<file path="src/rtl/lbist_ora.sv">
`default_nettype none
// +----------------------------------------------------------------------------+
// | lbist_ora : LBIST output response analyser (MISR compactor + golden check) |
// | Rev 1.0                                                                    |
// +----------------------------------------------------------------------------+
module lbist_ora #(
  parameter int               WIDTH       = 239,
  parameter logic [WIDTH-1:0] TAP_MASK    = WIDTH'(1) << 36,
  parameter logic [WIDTH-1:0] SEED        = '0,
  parameter int               SKIP_CYCLES = 2,
  parameter int               N_PATTERNS  = 1024,
  parameter logic [WIDTH-1:0] GOLDEN      = '0
) (
  input  logic             clk,
  input  logic             rst_n,
  input  logic             start,
  input  logic             pos_valid,
  input  logic [WIDTH-1:0] pos,
  output logic             busy,
  output logic             test_over,
  output logic             go_nogo,
  output logic [WIDTH-1:0] signature
);

  // A zero-length skip counter is illegal, so keep at least one bit.
  localparam int SKIP_CW = (SKIP_CYCLES > 0) ? $clog2(SKIP_CYCLES + 1) : 1;
  localparam int PAT_CW  = $clog2(N_PATTERNS + 1);

  localparam logic [SKIP_CW-1:0] SKIP_LAST = SKIP_CW'((SKIP_CYCLES > 0) ? SKIP_CYCLES - 1 : 0);
  localparam logic [PAT_CW-1:0]  PAT_LAST  = PAT_CW'(N_PATTERNS - 1);

  typedef enum logic [2:0] {
    ST_IDLE    = 3'd0,
    ST_SKIP    = 3'd1,
    ST_COMPACT = 3'd2,
    ST_COMPARE = 3'd3,
    ST_DONE    = 3'd4
  } state_t;

  state_t             state_q, state_d;
  logic [WIDTH-1:0]   sig_q, sig_d;
  logic [SKIP_CW-1:0] skip_cnt_q, skip_cnt_d;
  logic [PAT_CW-1:0]  pat_cnt_q, pat_cnt_d;
  logic               test_over_q, test_over_d;
  logic               go_nogo_q, go_nogo_d;
  logic [WIDTH-1:0]   misr_next;

  // Galois-style MISR: the MSB feeds back into stage 0 and every tapped stage.
  always_comb begin
    misr_next    = '0;
    misr_next[0] = sig_q[WIDTH-1] ^ pos[0];
    for (int i = 1; i < WIDTH; i++) begin
      misr_next[i] = sig_q[i-1] ^ pos[i] ^ (TAP_MASK[i] & sig_q[WIDTH-1]);
    end
  end

  always_comb begin
    state_d     = state_q;
    sig_d       = sig_q;
    skip_cnt_d  = skip_cnt_q;
    pat_cnt_d   = pat_cnt_q;
    test_over_d = test_over_q;
    go_nogo_d   = go_nogo_q;
    unique case (state_q)
      ST_IDLE, ST_DONE: begin
        if (start) begin
          sig_d       = SEED;
          skip_cnt_d  = '0;
          pat_cnt_d   = '0;
          test_over_d = 1'b0;
          go_nogo_d   = 1'b0;
          state_d     = (SKIP_CYCLES == 0) ? ST_COMPACT : ST_SKIP;
        end
      end
      ST_SKIP: begin
        if (pos_valid) begin
          skip_cnt_d = skip_cnt_q + SKIP_CW'(1);
          if (skip_cnt_q == SKIP_LAST) begin
            state_d = ST_COMPACT;
          end
        end
      end
      ST_COMPACT: begin
        if (pos_valid) begin
          sig_d     = misr_next;
          pat_cnt_d = pat_cnt_q + PAT_CW'(1);
          if (pat_cnt_q == PAT_LAST) begin
            state_d = ST_COMPARE;
          end
        end
      end
      ST_COMPARE: begin
        go_nogo_d   = (sig_q == GOLDEN);
        test_over_d = 1'b1;
        state_d     = ST_DONE;
      end
      default: begin
        state_d = ST_IDLE;
      end
    endcase
  end

  always_ff @(posedge clk or negedge rst_n) begin
    if (!rst_n) begin
      state_q     <= ST_IDLE;
      sig_q       <= '0;
      skip_cnt_q  <= '0;
      pat_cnt_q   <= '0;
      test_over_q <= 1'b0;
      go_nogo_q   <= 1'b0;
    end else begin
      state_q     <= state_d;
      sig_q       <= sig_d;
      skip_cnt_q  <= skip_cnt_d;
      pat_cnt_q   <= pat_cnt_d;
      test_over_q <= test_over_d;
      go_nogo_q   <= go_nogo_d;
    end
  end

  // busy decodes straight from state so reset clears it without a clock.
  assign busy      = (state_q == ST_SKIP) || (state_q == ST_COMPACT) || (state_q == ST_COMPARE);
  assign test_over = test_over_q;
  assign go_nogo   = go_nogo_q;
  assign signature = sig_q;

endmodule
`default_nettype wire

</file>
<file path="config.mk">
export PLATFORM = sky130hd
export DESIGN_NAME = lbist_ora
export DESIGN_NICKNAME = d
export VERILOG_FILES = /design/src/rtl/lbist_ora.sv
export SDC_FILE = /design/constraint.sdc
export NUM_CORES = 1
export LEC_CHECK = 0
export BUFFER_PORTS_ARGS = -buffer_cell sky130_fd_sc_hd__buf_2
export CAP_MARGIN = 25
export CELL_PAD_IN_SITES_DETAIL_PLACEMENT = 1
export CELL_PAD_IN_SITES_GLOBAL_PLACEMENT = 2
export CORE_MARGIN = 2
export CORE_UTILIZATION = 30
export CTS_CLUSTER_DIAMETER = 40
export DETAILED_ROUTE_END_ITERATION = 8
export GPL_ROUTABILITY_DRIVEN = 0
export PLACE_DENSITY_LB_ADDON = 0.1
export SLEW_MARGIN = 20
export SYNTH_ARGS = -nofsm -noshare
export SYNTH_HDL_FRONTEND = slang
export SYNTH_SLANG_ARGS = --single-unit
</file>
<file path="constraint.sdc">
create_clock -name clk -period 4.5 [get_ports clk]
set_input_delay 0.225 -clock clk [delete_from_list [all_inputs] [get_ports clk]]
set_output_delay 0.225 -clock clk [all_outputs]
set_load 0.1 [all_outputs]
</file>
==> run_results.csv <==
group,metric,value,unit
route,routed.top_layer,"met4",
clock_tree,cts-resized-gates,0,
timing,worst_slew_pin_slew,771,ps
yosys,ys.warnings.count,0,
yosys,synthTopCellsByArea,"dfrtp_1 (51%), xnor2_1 (17%), o31ai_1 (14%)",
timing,setup_viol,0,
die,std_cell_rows,75,
finish,fin_area,19800,µm²
grt,overflow,0,
grt,gr-usage-all-layers,0.221,
power,leakagePower,9.16,nW
placed_design,io_buffers,484,
yosys,avgSynthCellArea,10.3,µm²
setup_path,path_max_fanout,60,
finish,fin_nets,2178,
timing,maxSlewHeadroom,0.481,
setup_path,crit_type,"reg -> reg",
clock_tree,cts_tree,"yes",
yosys,seq_area_frac_synth,0.511,
timing,fmax,414,MHz
hold_path,holdCritPathClass,"in -> reg",
route,wl,48.4,mm
die,ios,485,
grt,grt_pass1_wl,76.1,mm
clock_tree,htreeDepth,2,
run,max-cap-violations,0,
timing,min_period,2410,ps
outcome,status,"complete, no violations",
die,start_util,0.302,
timing,drv_slew,0,
clock_tree,numClockSinks,257,
die,die-area,43600,µm²
setup_path,worstPathArrival,2870,ps
yosys,synth-seq-cells,257,
power,power_density,720,nW/µm²
route,met1_length,20.4,mm
clock_tree,clk_pin_slew,40,ps
die,die_h,209,µm
route,wire_per_inst,19.2,µm
clock_tree,cts_buffers,54,
power,ir_drop,0.339,mV
timing,hold_ws,22.5,ps
finish,drive_above_1_share,0.297,
yosys,post-synth-top-count-cell,"dfrtp_1",
clock_tree,hold_buffers,239,
timing,rsz0062_at_grt,"false",
route,met2_length,23.7,mm
route,drt_iter0_drc,593,
grt,grt_antenna_before_repair,1,
route,via_count,12118,
yosys,synthCells,1225,
yosys,yosysTopAreaCellShare,0.511,
placed_design,placed_area,15500,µm²
finish,area_delta_synth_final,57.5,%
route,postRouteAntennaNets,0,
yosys,synth_area_leader_cell,"dfrtp_1",
timing,hold_violations,0,
yosys,synth_edf_count,0,
yosys,ys.flop_type,"dfrtp_1",
route,drc,0,
finish,fin_util,0.476,
yosys,synth_commonest_cells,"dfrtp_1 (257), nand2_1 (250), xnor2_1 (242)",
yosys,netlist_area,12600,µm²
yosys,synth_nets,1470,
clock_tree,cts_setup_buffers,0,
route,met3_length,2.69,mm
clock_tree,insertion_delay,580,ps
clock_tree,max-clock-path-buffers,3,
placed_design,dpl.hpwl,33.2,mm
route,viasPerCell,4.82,
setup_path,critPathRequiredTime,4960,ps
die,die_x,209,µm
grt,grt_pass1_vias,13044,
grt,grt_max_degree,111,
clock_tree,root_buffer,"clkbuf_16",
die,fp.coreArea,41700,µm²
timing,setup_tns,0,ps
setup_path,startpoint_type,"flop",
setup_path,end_kind,"flop",
timing,finalCritPeriodShare,0.537,
timing,skew,16.8,ps
yosys,yosysUniqueCellTypes,33,
yosys,synthArstFlopShare,1.00,
route,first_pass_iters,5,
cell usage in the layout (no fill, tap or decap), types with 2 or more instances in the layout:
cell	synthesis	layout
xor2_1	7	7
dfrtp_1	257	257
nor4_1	65	65
nor3_1	2	2
xnor2_1	242	242
clkbuf_1	61	15
inv_1	4	4
nor2_1	17	17
buf_4	1	6
a22o_1	2	2
nand3_1	3	3
ha_1	2	2
nand2_1	250	250
clkinv_2	0	4
o21ai_0	5	5
buf_2	21	484
dlygate4sd3_1	0	239
clkinvlp_4	0	5
mux2i_1	3	3
nand4_1	20	20
a21oi_1	5	5
clkbuf_16	0	57
nor2b_1	2	2
buf_12	0	7
nand2b_1	2	2
o31ai_1	241	241
bufinv_16	0	6
clkbuf_8	0	11
critical path, stage by stage (launching register included):
cell      delay [ps]
dfrtp_1          530
nand2b_1         290
a21o_4           470
buf_16           320
buf_4            440
nand2_1          130
o31ai_1           90
power by group:
part	internal, W	switching [W]
logic	0.00151	0.00525
registers	0.00277	0.000662
clock network	0.00281	0.00127
total	0.00708	0.00719
registers in the layout, indices dropped and copies added (netlist names):
register,cells
go_nogo,1
skip_cnt_q,2
test_over,1
signature,239
state_q,3
pat_cnt_q,11
layout make-up:
| type | instances | area, µm² |
|---|---|---|
| clock inverters | 15 | 238 |
| well taps | 539 | 674 |
| inverters | 4 | 15.0 |
| repair buffers | 738 | 5040 |
| clock buffers | 83 | 1630 |
| diodes | 1 | 2.50 |
| multi-input cells | 878 | 5800 |
| flip-flops and latches | 257 | 6430 |
| fillers | 4724 | 21800 |
metal layers:
metal / global-route usage / vias up
li1: - / 5785
met1: 0.275 / 5901
met2: 0.370 / 344
met3: 0.0529 / 88
met4: 0.0865 / 0
met5: 0 / -
path summary, 6_finish.rpt:
| kind | start | endpoint | slack, ps | depth (start not counted) |
|---|---|---|---|---|
| hold reg to reg | pat_cnt_q[9] | pat_cnt_q[9] | 540 | 2 |
| setup reg to reg | state_q[1] | signature[188] | 2090 | 6 |
| setup / recovery | state_q[1] | signature[188] | 2090 | 6 |
| max in group asynchronous | rst_n | signature[41] | 3100 | 3 |
| min in group asynchronous | rst_n | signature[26] | 250 | 2 |
| hold / removal | pos[38] | signature[38] | 20 | 3 |
stage by stage:
step                      instances  power [W]  setup slack (ps)
after floorplan                1225    0.00844              2460
after detailed placement       2176     0.0101              1910
after CTS                      2513     0.0145              1910
final                          2515     0.0143              2090
after global placement         2175     0.0100              2000
after global routing           2515     0.0150              1830
kinds of logic (layout without fill, tap and decap cells):
family	count (synthesis)	after routing	synth area share
AOI/OAI and AO/OA	256	256	0.151
xor gates and xnor gates	249	249	0.173
adders and majority gates	2	2	0.00199
buffers and inverters	90	840	0.0298
DFF	257	257	0.511
muxes	4	4	0.00328
other	0	1	0
and+or+nand+nor	367	367	0.130
(Power assumes the default switching activity.)
